### src/rtl/keypad_scan_pkg.sv
// Shared key codes, scan states and decode helpers for the keypad scanner.
package keypad_scan_pkg;

    typedef logic [3:0] key_code_t;

    localparam key_code_t KeyStar  = 4'd10;
    localparam key_code_t KeyHash  = 4'd11;
    localparam key_code_t KeyMulti = 4'hE;
    localparam key_code_t KeyNone  = 4'hF;

    // Column scanner states; StIdle only exists between reset and the first scan slot.
    typedef enum logic [1:0] {
        StIdle,
        StCol0,
        StCol1,
        StCol2
    } scan_state_e;

    // Matrix position to key code:
    //   r0 = 1 2 3, r1 = 4 5 6, r2 = 7 8 9, r3 = * 0 #
    function automatic key_code_t key_code(input logic [1:0] row, input logic [1:0] col);
        key_code_t code;
        if (row == 2'd3) begin
            case (col)
                2'd0:    code = KeyStar;
                2'd1:    code = 4'd0;
                default: code = KeyHash;
            endcase
        end else begin
            code = key_code_t'({2'b00, row}) * 4'd3 + key_code_t'({2'b00, col}) + 4'd1;
        end
        return code;
    endfunction

    // One-hot digit bus; anything other than 0-9 maps to all-zero.
    function automatic logic [9:0] key_onehot(input key_code_t code);
        logic [9:0] bus;
        bus = '0;
        if (code <= 4'd9) begin
            bus = 10'd1 << code;
        end
        return bus;
    endfunction

endpackage

### src/rtl/keypad_scan_debounce.sv
// Frame-code debouncer: a code must repeat for DebFrames consecutive frames before it
// replaces the stable code. new_key_o strobes for one cycle when a real key is accepted.
module keypad_debounce
    import keypad_scan_pkg::*;
#(
    parameter int unsigned DebFrames = 4
) (
    input  logic      clk_i,
    input  logic      rst_ni,
    input  key_code_t frame_code_i,
    input  logic      frame_valid_i,
    output key_code_t stable_code_o,
    output logic      new_key_o
);

    localparam int unsigned CntW = $clog2(DebFrames + 1);
    localparam logic [CntW-1:0] CntMax = CntW'(DebFrames);

    key_code_t       cand_q, cand_d;
    key_code_t       stable_q, stable_d;
    logic [CntW-1:0] cnt_q, cnt_d;
    logic            new_key_q, new_key_d;

    // Candidate tracking and acceptance, evaluated only on frame-end cycles.
    always_comb begin
        cand_d    = cand_q;
        cnt_d     = cnt_q;
        stable_d  = stable_q;
        new_key_d = 1'b0;
        if (frame_valid_i) begin
            if (frame_code_i == cand_q) begin
                if (cnt_q != CntMax) begin
                    cnt_d = cnt_q + 1'b1;
                end
            end else begin
                cand_d = frame_code_i;
                cnt_d  = CntW'(1);
            end
            // Acceptance uses the updated run length so a full run lands on this edge.
            if (cnt_d == CntMax && cand_d != stable_q) begin
                stable_d  = cand_d;
                new_key_d = (cand_d <= KeyHash);
            end
        end
    end

    // Debounce state registers.
    always_ff @(posedge clk_i or negedge rst_ni) begin
        if (!rst_ni) begin
            cand_q    <= KeyNone;
            cnt_q     <= '0;
            stable_q  <= KeyNone;
            new_key_q <= 1'b0;
        end else begin
            cand_q    <= cand_d;
            cnt_q     <= cnt_d;
            stable_q  <= stable_d;
            new_key_q <= new_key_d;
        end
    end

    assign stable_code_o = stable_q;
    assign new_key_o     = new_key_q;

endmodule

### src/rtl/keypad_scan.sv
// 4x3 keypad scanner: drives columns one-cold, folds the sampled rows of a frame into a
// single frame code, debounces it and decodes the accepted key onto the watch bus.
module keypad_scan
    import keypad_scan_pkg::*;
#(
    parameter int unsigned ScanCycles = 2,
    parameter int unsigned DebFrames  = 4
) (
    input  logic       clk_i,
    input  logic       rst_ni,
    input  logic [3:0] key_row_i,
    output logic [2:0] key_col_o,
    output logic [9:0] keypad_o,
    output logic       key_star_o,
    output logic       key_hash_o,
    output logic       key_pulse_o
);

    localparam int unsigned CycW = (ScanCycles > 1) ? $clog2(ScanCycles) : 1;
    localparam logic [CycW-1:0] SlotLast = CycW'(ScanCycles - 1);

    scan_state_e     state_q, state_d;
    logic [CycW-1:0] slot_q, slot_d;
    logic            slot_end;
    logic [1:0]      col_idx;
    logic            sample;

    logic [1:0] acc_cnt_q, acc_cnt_d;
    key_code_t  acc_code_q, acc_code_d;
    logic [1:0] col_cnt;
    key_code_t  col_code;
    logic [1:0] base_cnt;
    key_code_t  base_code;
    logic [2:0] sum_cnt;
    key_code_t  sum_code;
    logic       frame_valid;
    key_code_t  frame_code;

    key_code_t  stable_code;
    logic       new_key;

    assign slot_end = (slot_q == SlotLast);

    // Scanner state register.
    always_ff @(posedge clk_i or negedge rst_ni) begin
        if (!rst_ni) begin
            state_q <= StIdle;
            slot_q  <= '0;
        end else begin
            state_q <= state_d;
            slot_q  <= slot_d;
        end
    end

    // Next column and slot position; StIdle hands over to column 0 on the first edge.
    always_comb begin
        state_d = state_q;
        slot_d  = slot_q;
        unique case (state_q)
            StIdle:  state_d = StCol0;
            StCol0:  if (slot_end) state_d = StCol1;
            StCol1:  if (slot_end) state_d = StCol2;
            StCol2:  if (slot_end) state_d = StCol0;
            default: state_d = StIdle;
        endcase
        if (state_q == StIdle) begin
            slot_d = '0;
        end else begin
            slot_d = slot_end ? '0 : slot_q + 1'b1;
        end
    end

    // Column drive and sample strobe; rows are sampled only on the last cycle of a slot.
    always_comb begin
        key_col_o = 3'b111;
        col_idx   = 2'd0;
        sample    = 1'b0;
        unique case (state_q)
            StCol0: begin
                key_col_o = 3'b110;
                col_idx   = 2'd0;
                sample    = slot_end;
            end
            StCol1: begin
                key_col_o = 3'b101;
                col_idx   = 2'd1;
                sample    = slot_end;
            end
            StCol2: begin
                key_col_o = 3'b011;
                col_idx   = 2'd2;
                sample    = slot_end;
            end
            default: ;
        endcase
    end

    // Fold this column's contacts into the frame; count saturates at 2 meaning "many".
    always_comb begin
        col_cnt  = 2'd0;
        col_code = KeyNone;
        for (int r = 0; r < 4; r++) begin
            if (!key_row_i[r]) begin
                col_code = key_code(2'(r), col_idx);
                if (col_cnt != 2'd2) begin
                    col_cnt = col_cnt + 2'd1;
                end
            end
        end

        // Column 0 opens a new frame, so earlier contacts are discarded.
        base_cnt  = (col_idx == 2'd0) ? 2'd0 : acc_cnt_q;
        base_code = (col_idx == 2'd0) ? KeyNone : acc_code_q;

        sum_cnt  = {1'b0, base_cnt} + {1'b0, col_cnt};
        if (sum_cnt > 3'd2) begin
            sum_cnt = 3'd2;
        end
        sum_code = (base_cnt != 2'd0) ? base_code : col_code;

        acc_cnt_d  = acc_cnt_q;
        acc_code_d = acc_code_q;
        if (sample) begin
            acc_cnt_d  = sum_cnt[1:0];
            acc_code_d = sum_code;
        end

        frame_valid = sample && (col_idx == 2'd2);
        unique case (sum_cnt)
            3'd0:    frame_code = KeyNone;
            3'd1:    frame_code = sum_code;
            default: frame_code = KeyMulti;
        endcase
    end

    // Contact accumulator registers.
    always_ff @(posedge clk_i or negedge rst_ni) begin
        if (!rst_ni) begin
            acc_cnt_q  <= 2'd0;
            acc_code_q <= KeyNone;
        end else begin
            acc_cnt_q  <= acc_cnt_d;
            acc_code_q <= acc_code_d;
        end
    end

    keypad_debounce #(
        .DebFrames (DebFrames)
    ) u_debounce (
        .clk_i         (clk_i),
        .rst_ni        (rst_ni),
        .frame_code_i  (frame_code),
        .frame_valid_i (frame_valid),
        .stable_code_o (stable_code),
        .new_key_o     (new_key)
    );

    // Output decode straight off the registered stable code, so it changes on the
    // acceptance edge together with the pulse.
    always_comb begin
        keypad_o    = key_onehot(stable_code);
        key_star_o  = (stable_code == KeyStar);
        key_hash_o  = (stable_code == KeyHash);
        key_pulse_o = new_key;
    end

endmodule

### config.mk
export PLATFORM = sky130hd
export DESIGN_NAME = keypad_scan
export DESIGN_NICKNAME = d
export VERILOG_FILES = /design/src/rtl/keypad_scan_pkg.sv /design/src/rtl/keypad_scan_debounce.sv /design/src/rtl/keypad_scan.sv
export SDC_FILE = /design/constraint.sdc
export NUM_CORES = 1
export LEC_CHECK = 0
export CAP_MARGIN = 20
export CORE_MARGIN = 4
export CORE_UTILIZATION = 45
export CTS_CLUSTER_DIAMETER = 30
export DETAILED_ROUTE_END_ITERATION = 8
export HOLD_SLACK_MARGIN = 0.03
export PLACE_DENSITY = 0.68
export SYNTH_ARGS = -nofsm -noshare
export SYNTH_HDL_FRONTEND = slang
export SYNTH_HIERARCHICAL = 1
export SYNTH_SLANG_ARGS = --single-unit
export TNS_END_PERCENT = 30
### constraint.sdc
create_clock -name clk_i -period 4.8 [get_ports clk_i]
set_input_delay 0.96 -clock clk_i [delete_from_list [all_inputs] [get_ports clk_i]]
set_output_delay 0.96 -clock clk_i [all_outputs]
set_load 0.05 [all_outputs]
* Word level (Yosys, flattened, before mapping) *
Cells that the tools add are included.

storage, ports and cells
  latch bits = 0
  flip-flop bits (word level) = 21
  logic and storage cells = 84
  memory bits (read-only) = 0
  RAM bits = 0
  output and inout port bits = 16
  memories kept = 0

cells by class
  mux-type cells = 34
  equality and inequality tests = 18
  shifts and indexed selects = 1
  bitwise operators = 0
  reductions and logical operators = 9
  multipliers = 0
  divide/modulo/power cells = 0
  magnitude comparators = 3
  $add $sub $neg = 11

operators by type and width
  kind                  number
  $mux 4                8
  $mux 2                10
  $pmux 4 s2            2
  $mux 3                4
  $ne 2x2->1 const B    6
  $mux 10               1
  $shl 1x4->10 const A  1
  $pmux 3 s3            1
  $eq 4x4->1 const B    2
  $le 4x4->1 const B    2
  $pmux 2 s4            1
  $add 2x1->2 const B   3
  $eq 2x2->1 const B    3
  $mux 1                6
  $add 3x1->4 const B   1
  $add 3x2->4 const A   1
  $add 4x1->4 const B   1
  $eq 2x1->1 const B    2
  $eq 4x4->1            1
  $logic_not 2->1       2
  $ne 4x4->1            1
  $pmux 2 s2            1
  $add 2x1->3 const B   1
  $add 2x2->3           1
  other kinds (13)      14

* Depth between registers and ports, before layout *
  word-level depth = 22
  gate-level depth with buffers = 16

* By module *
Netlist, hierarchy kept.

modules (own cells, without submodules)
  module           area each (sq um)  sequential area each (sq um)  instances  cells each
  keypad_scan      924.6              230.2                         1          110
  keypad_debounce  668.1              310.3                         1          57

* Worst setup path after synthesis *
OpenSTA, ideal clock, no wires.

  path kind = input to register
  start = input key_row_i[1]
  end = register u_debounce.stable_q[0], in the netlist u_debounce/stable_code_o[0]
  slack = 764 ps
  cell stages on the path = 16
  data required time = 4,718 ps
  arrival = 3,954 ps
  path buffers = 0
  cell sequence = inv_1 > ha_1 > mux2i_1 > ha_1 > nor2_1 > a21oi_1 > ha_1 > inv_1 > fa_1 > nand3_1 > inv_1 > a31oi_1 > xnor2_1 > nand4_1 > a311o_4 > mux2_4

between the ends
  cells in the longest elaborated chain, start to end = 18

ends and longest elaborated chain
  element                                           RTL line                                RTL
  from (decl)                                       keypad_scan.sv:11                       input logic [3:0] key_row_i,
  $mux 2                                            keypad_scan.sv:103                      if (!key_row_i[r]) begin
  $add 2x1->2 / $ne 2x2->1 (equally long branches)  keypad_scan.sv:106, keypad_scan.sv:105
  $mux 2                                            keypad_scan.sv:105                      if (col_cnt != 2'd2) begin
  $mux 2                                            keypad_scan.sv:103
  $add 2x1->2 / $ne 2x2->1 (equally long branches)  keypad_scan.sv:106, keypad_scan.sv:105
  $mux 2                                            keypad_scan.sv:105
  $mux 2                                            keypad_scan.sv:103
  $add 2x2->3                                       keypad_scan.sv:115                      sum_cnt = {1'b0, base_cnt} + {1'b0, col_cnt};
  [... 3 more ...]                                  n/a
  $pmux 4 s2 (*)                                    keypad_scan.sv:129                      unique case (sum_cnt)
  via frame_code[3]                                 keypad_scan.sv:37                       key_code_t frame_code;
  $eq 4x4->1                                        keypad_scan_debounce.sv:31              if (frame_code_i == cand_q) begin
  $mux 4 / $mux 3 (equally long branches)           keypad_scan_debounce.sv:31
  $mux 4 / $mux 3 (equally long branches)           keypad_scan_debounce.sv:30              if (frame_valid_i) begin
  $ne 4x4->1 / $eq 3x3->1 (equally long branches)   keypad_scan_debounce.sv:40              if (cnt_d == CntMax && cand_d != stable_q) begin
  $logic_and 1x1->1                                 keypad_scan_debounce.sv:40
  $reduce_and 2->1 (no source line)                 n/a
  to (signal assigned)                              keypad_scan_debounce.sv:52              stable_q <= KeyNone;
  to (signal assigned)                              keypad_scan_debounce.sv:57              stable_q <= stable_d;
  to (decl)                                         keypad_scan_debounce.sv:20              key_code_t stable_q, stable_d;

The timed path passes the listed nets; every way through them passes the cells marked *. The select of a mux whose other input is x is not followed.
A chain may end at the register's enable or synchronous reset.

* Worst setup path in the final report *
  start = input key_row_i[1]
  end = register u_debounce.stable_q[1], in the netlist u_debounce/stable_code_o[1]

Same word-level chain as after synthesis.

==> results by group <==
Yosys
  – Synthesized flop and latch total: 21
  – Number of synthesized flops with an enable pin: 0
  – Synth Flop Type: dfstp_2
  – Synth warn: 6
  – Synthesized area: 1593 um2
  – Syn Area/Cell: ~9.5 um2
  – Synth cell types: 45
  – Cells after synthesis: between 150 and 200
  – Post-synthesis async set-or-reset flop share: between 90% and 100%
  – Post-synth top area cell: dfstp_2
  – Largest family of logic cells by synthesized area: simple AND/OR/NAND/NOR gates
  – Post-synthesis sequential area ratio: 33.94%
  – Post-synthesis compound-gate area fraction: around 15%
  – Top cells by area, synth: dfstp_2, dfrtp_1, ha_1
  – Adder-Cell Fraction of Synth Area: a little over an eighth
  – Mux cell area share after synthesis: 10.60%
  – Mapped Nets: 189
  – Xor-xnor portion of the synthesized cell area: under 10%
  – Synth Area in Simple Gates: 17.60%
  – Top cell type's share of synthesized area: a little under 20%

Route
  – Post-route DRC violation count: 0
  – Antenna Nets Post-Route: 0
  – DRT Pass-1 Iters: 4
  – Post-DR wirelength/cell: ~13 um
  – DRT iter0 DRCs: 33
  – Via count: about 1.3k
  – Vias/cell: 5.272
  – Post-Route WL: 3.195 mm

Worst setup path
  – Required @ worst endpoint: 5.05 ns
  – CP Class: input pin to register
  – Arr. time, crit path: 4.70 ns
  – Biggest cell delay along the critical path: between 0.5 and 0.6 ns
  – Crit Path Max Fanout: 5
  – CP max-delay cell: clkdlybuf4s50_1
  – Setup crit start kind: input pin
  – Crit path capture type: register
  – CP most frequent cell: ha_1
  – Critical-path cell list: clkdlybuf4s50_1 > inv_1 > ha_1 > mux2i_1 > ha_1 > nor2_1 > a21oi_1 > ha_1 > inv_1 > fa_1 > nand3_1 > nor4_1 > a31oi_1 > xnor2_1 > nand4_1 > a311o_4 > mux2_4

Place
  – Number of port buffers: 21
  – Placed Area: 1864 um2
  – Post-placement cell count: between 200 and 250
  – Gpl congestion: ~0.8
  – DP Wirelength: 2.534 mm

Global routing
  – GR Util All Layers: 16.93%
  – Initial antenna violation count: 0
  – GRT Residual Overflow: 0
  – Largest net degree at the start of global routing: 22
  – Vias in the first global route: 1,303
  – First-pass GRT wire length: 5.913 mm

Clock network
  – Worst-case clock buffer depth: 2
  – Clk sink count: 21
  – Clock transition at the registers of the reported paths: 0.12 ns
  – Root Buffer: clkbuf_4
  – CTS tree: yes
  – Hold-fix buffers, CTS: 0
  – Htree depth: 1
  – Total CTS buffers: 3
  – Worst-skew pair later-pin latency: 0.30 ns
  – Post CTS Setup Buffer Count: 0
  – Post-CTS resize count: 0

STA
  – Clk_skew: 0.01566 ns
  – Actual slew at the worst max-slew pin: 0.9182 ns
  – Final min period: about 4.5 ns
  – Final Hold Fails: 0
  – Setup TNS: 0 ns
  – Relative slew slack: between 30% and 40%
  – RSZ-0062 raised after global routing: no
  – Hold slack: 0.4878 ns
  – Max Clk Rate: approximately 220 MHz
  – Final worst path period share: 92.77%
  – Max-slew violations: 0
  – Final setup vio count: 0

Cells and area
  – Post-route insts no fill: 239
  – Layout area overhead: 18.70%
  – Share of the core filled with cells: 55.78%
  – Final instance area: 1891 um2
  – Fin nets: approximately 220
  – Highest-count cells in the layout ignoring fill and taps: clkdlybuf4s50_1, inv_1, nor2_1, ha_1, dfstp_2
  – Antenna diodes: 0
  – Most common cell after layout, fill and taps aside: clkdlybuf4s50_1
  – Fraction of layout cells with a size suffix above 1: 20.73%

Floorplan
  – Top Ports: 22
  – Rows: 21
  – Initial Util: 46.99%
  – Die Y: 67.50 um
  – Core area: approximately 3400 um2
  – Chip Width: ~67 um
  – Die ar.: 4556 um2

Outcome
  – Outcome: complete, no violations

Power and ir drop
  – Static Leak: roughly 0.8 nW
  – VDD IR max: 210.1 uV
  – Pwr Density: 408.7 nW/um2

Flow run
  – Max_cap viols: 0

Hold path
  – HP Class: register to register
[metrics by stage]
step	setup slack, ns	total power, W
after detailed placement	0.02493	0.0006937
after CTS	0.3532	0.0007807
after global placement	0.1480	0.0006780
final	0.3473	0.0007727
after global routing	0.07765	0.0008349
after floorplan	0.7636	0.0005771
[registers in the layout (all words and copies together), names as in the netlist]
register,cells
acc_cnt_q,2
acc_code_q,4
slot_end,1
state_q,2
u_debounce/cand_q,4
u_debounce/cnt_q,3
u_debounce/new_key_o,1
u_debounce/stable_code_o,4
[kinds of logic (layout without fill, tap and decap cells)]
logic type      count (synthesis)  in the layout
flops                          21             21
xor+xnor                        6              6
mux                            14             14
fa+ha+maj                      16             16
buf+inv                        24             50
compound gates                 33             33
simple gates                   53             53
[Yosys cell counts, types with 2 or more instances]
master,number
inv_1,18
ha_1,15
nor2_1,15
dfstp_2,12
dfrtp_1,9
nand2_1,8
a21oi_1,7
nor3_1,7
a31oi_1,6
mux2_2,6
o21ai_0,6
nand2b_1,5
mux2_4,4
nor2b_1,4
xnor2_1,4
mux2i_1,3
nand3_1,3
a211oi_1,2
a31o_2,2
buf_6,2
inv_2,2
nor4_1,2
o22ai_1,2
xor2_1,2
[where the power goes]
part           internal (W)  switching [W]   total, W
clock             0.0000324      0.0000500  0.0000824
combinational      0.000159       0.000210   0.000369
sequential         0.000257      0.0000642   0.000322
[critical path, delay by kind of cell]
kind | cells | cell delay [ns]
AO/OA/AOI/OAI | 3 | 0.67
XOR/XNOR | 1 | 0.17
adder cells (fa/ha/maj) | 4 | 1.15
buffers and inverters | 3 | 0.70
multiplexers | 2 | 0.51
AND/OR/NAND/NOR | 4 | 0.51
[cell type report]
type | count | area [um2]
Tap cell | 46 | 57.56
Inverter | 20 | 75.07
Fill cell | 297 | 1499
Clock buffer | 4 | 26.28
Multi-Input combinational cell | 122 | 943.4
Timing Repair Buffer | 26 | 247.7
Sequential cell | 21 | 540.5
[path summary, 6_finish.rpt]
path | from | to | slack (ns) | cells past startpoint
worst max-delay path | key_row_i[1] | u_debounce/stable_code_o[1] | 0.35 | 17
worst min-delay path | acc_code_q[0] | acc_code_q[0] | 0.49 | 2
worst max register to register | state_q[1] | u_debounce/stable_code_o[1] | 1.23 | 14
worst min register to register | acc_code_q[0] | acc_code_q[0] | 0.49 | 2
max in group asynchronous | rst_ni | state_q[1] | 3.07 | 1
min in group asynchronous | rst_ni | u_debounce/new_key_o | 1.15 | 1
[per-layer routing]
metal | vias up | share of wire, % | track usage [%]
met1 | 586 | 46 | 21.87
met4 | 0 | 1.5 | 5.570
li1 | 639 | - | -
met3 | 6 | 3.1 | 3.661
met5 | - | 0 | 0
met2 | 29 | 49 | 27.95
Note: power is estimated with default switching activity, not from simulation.
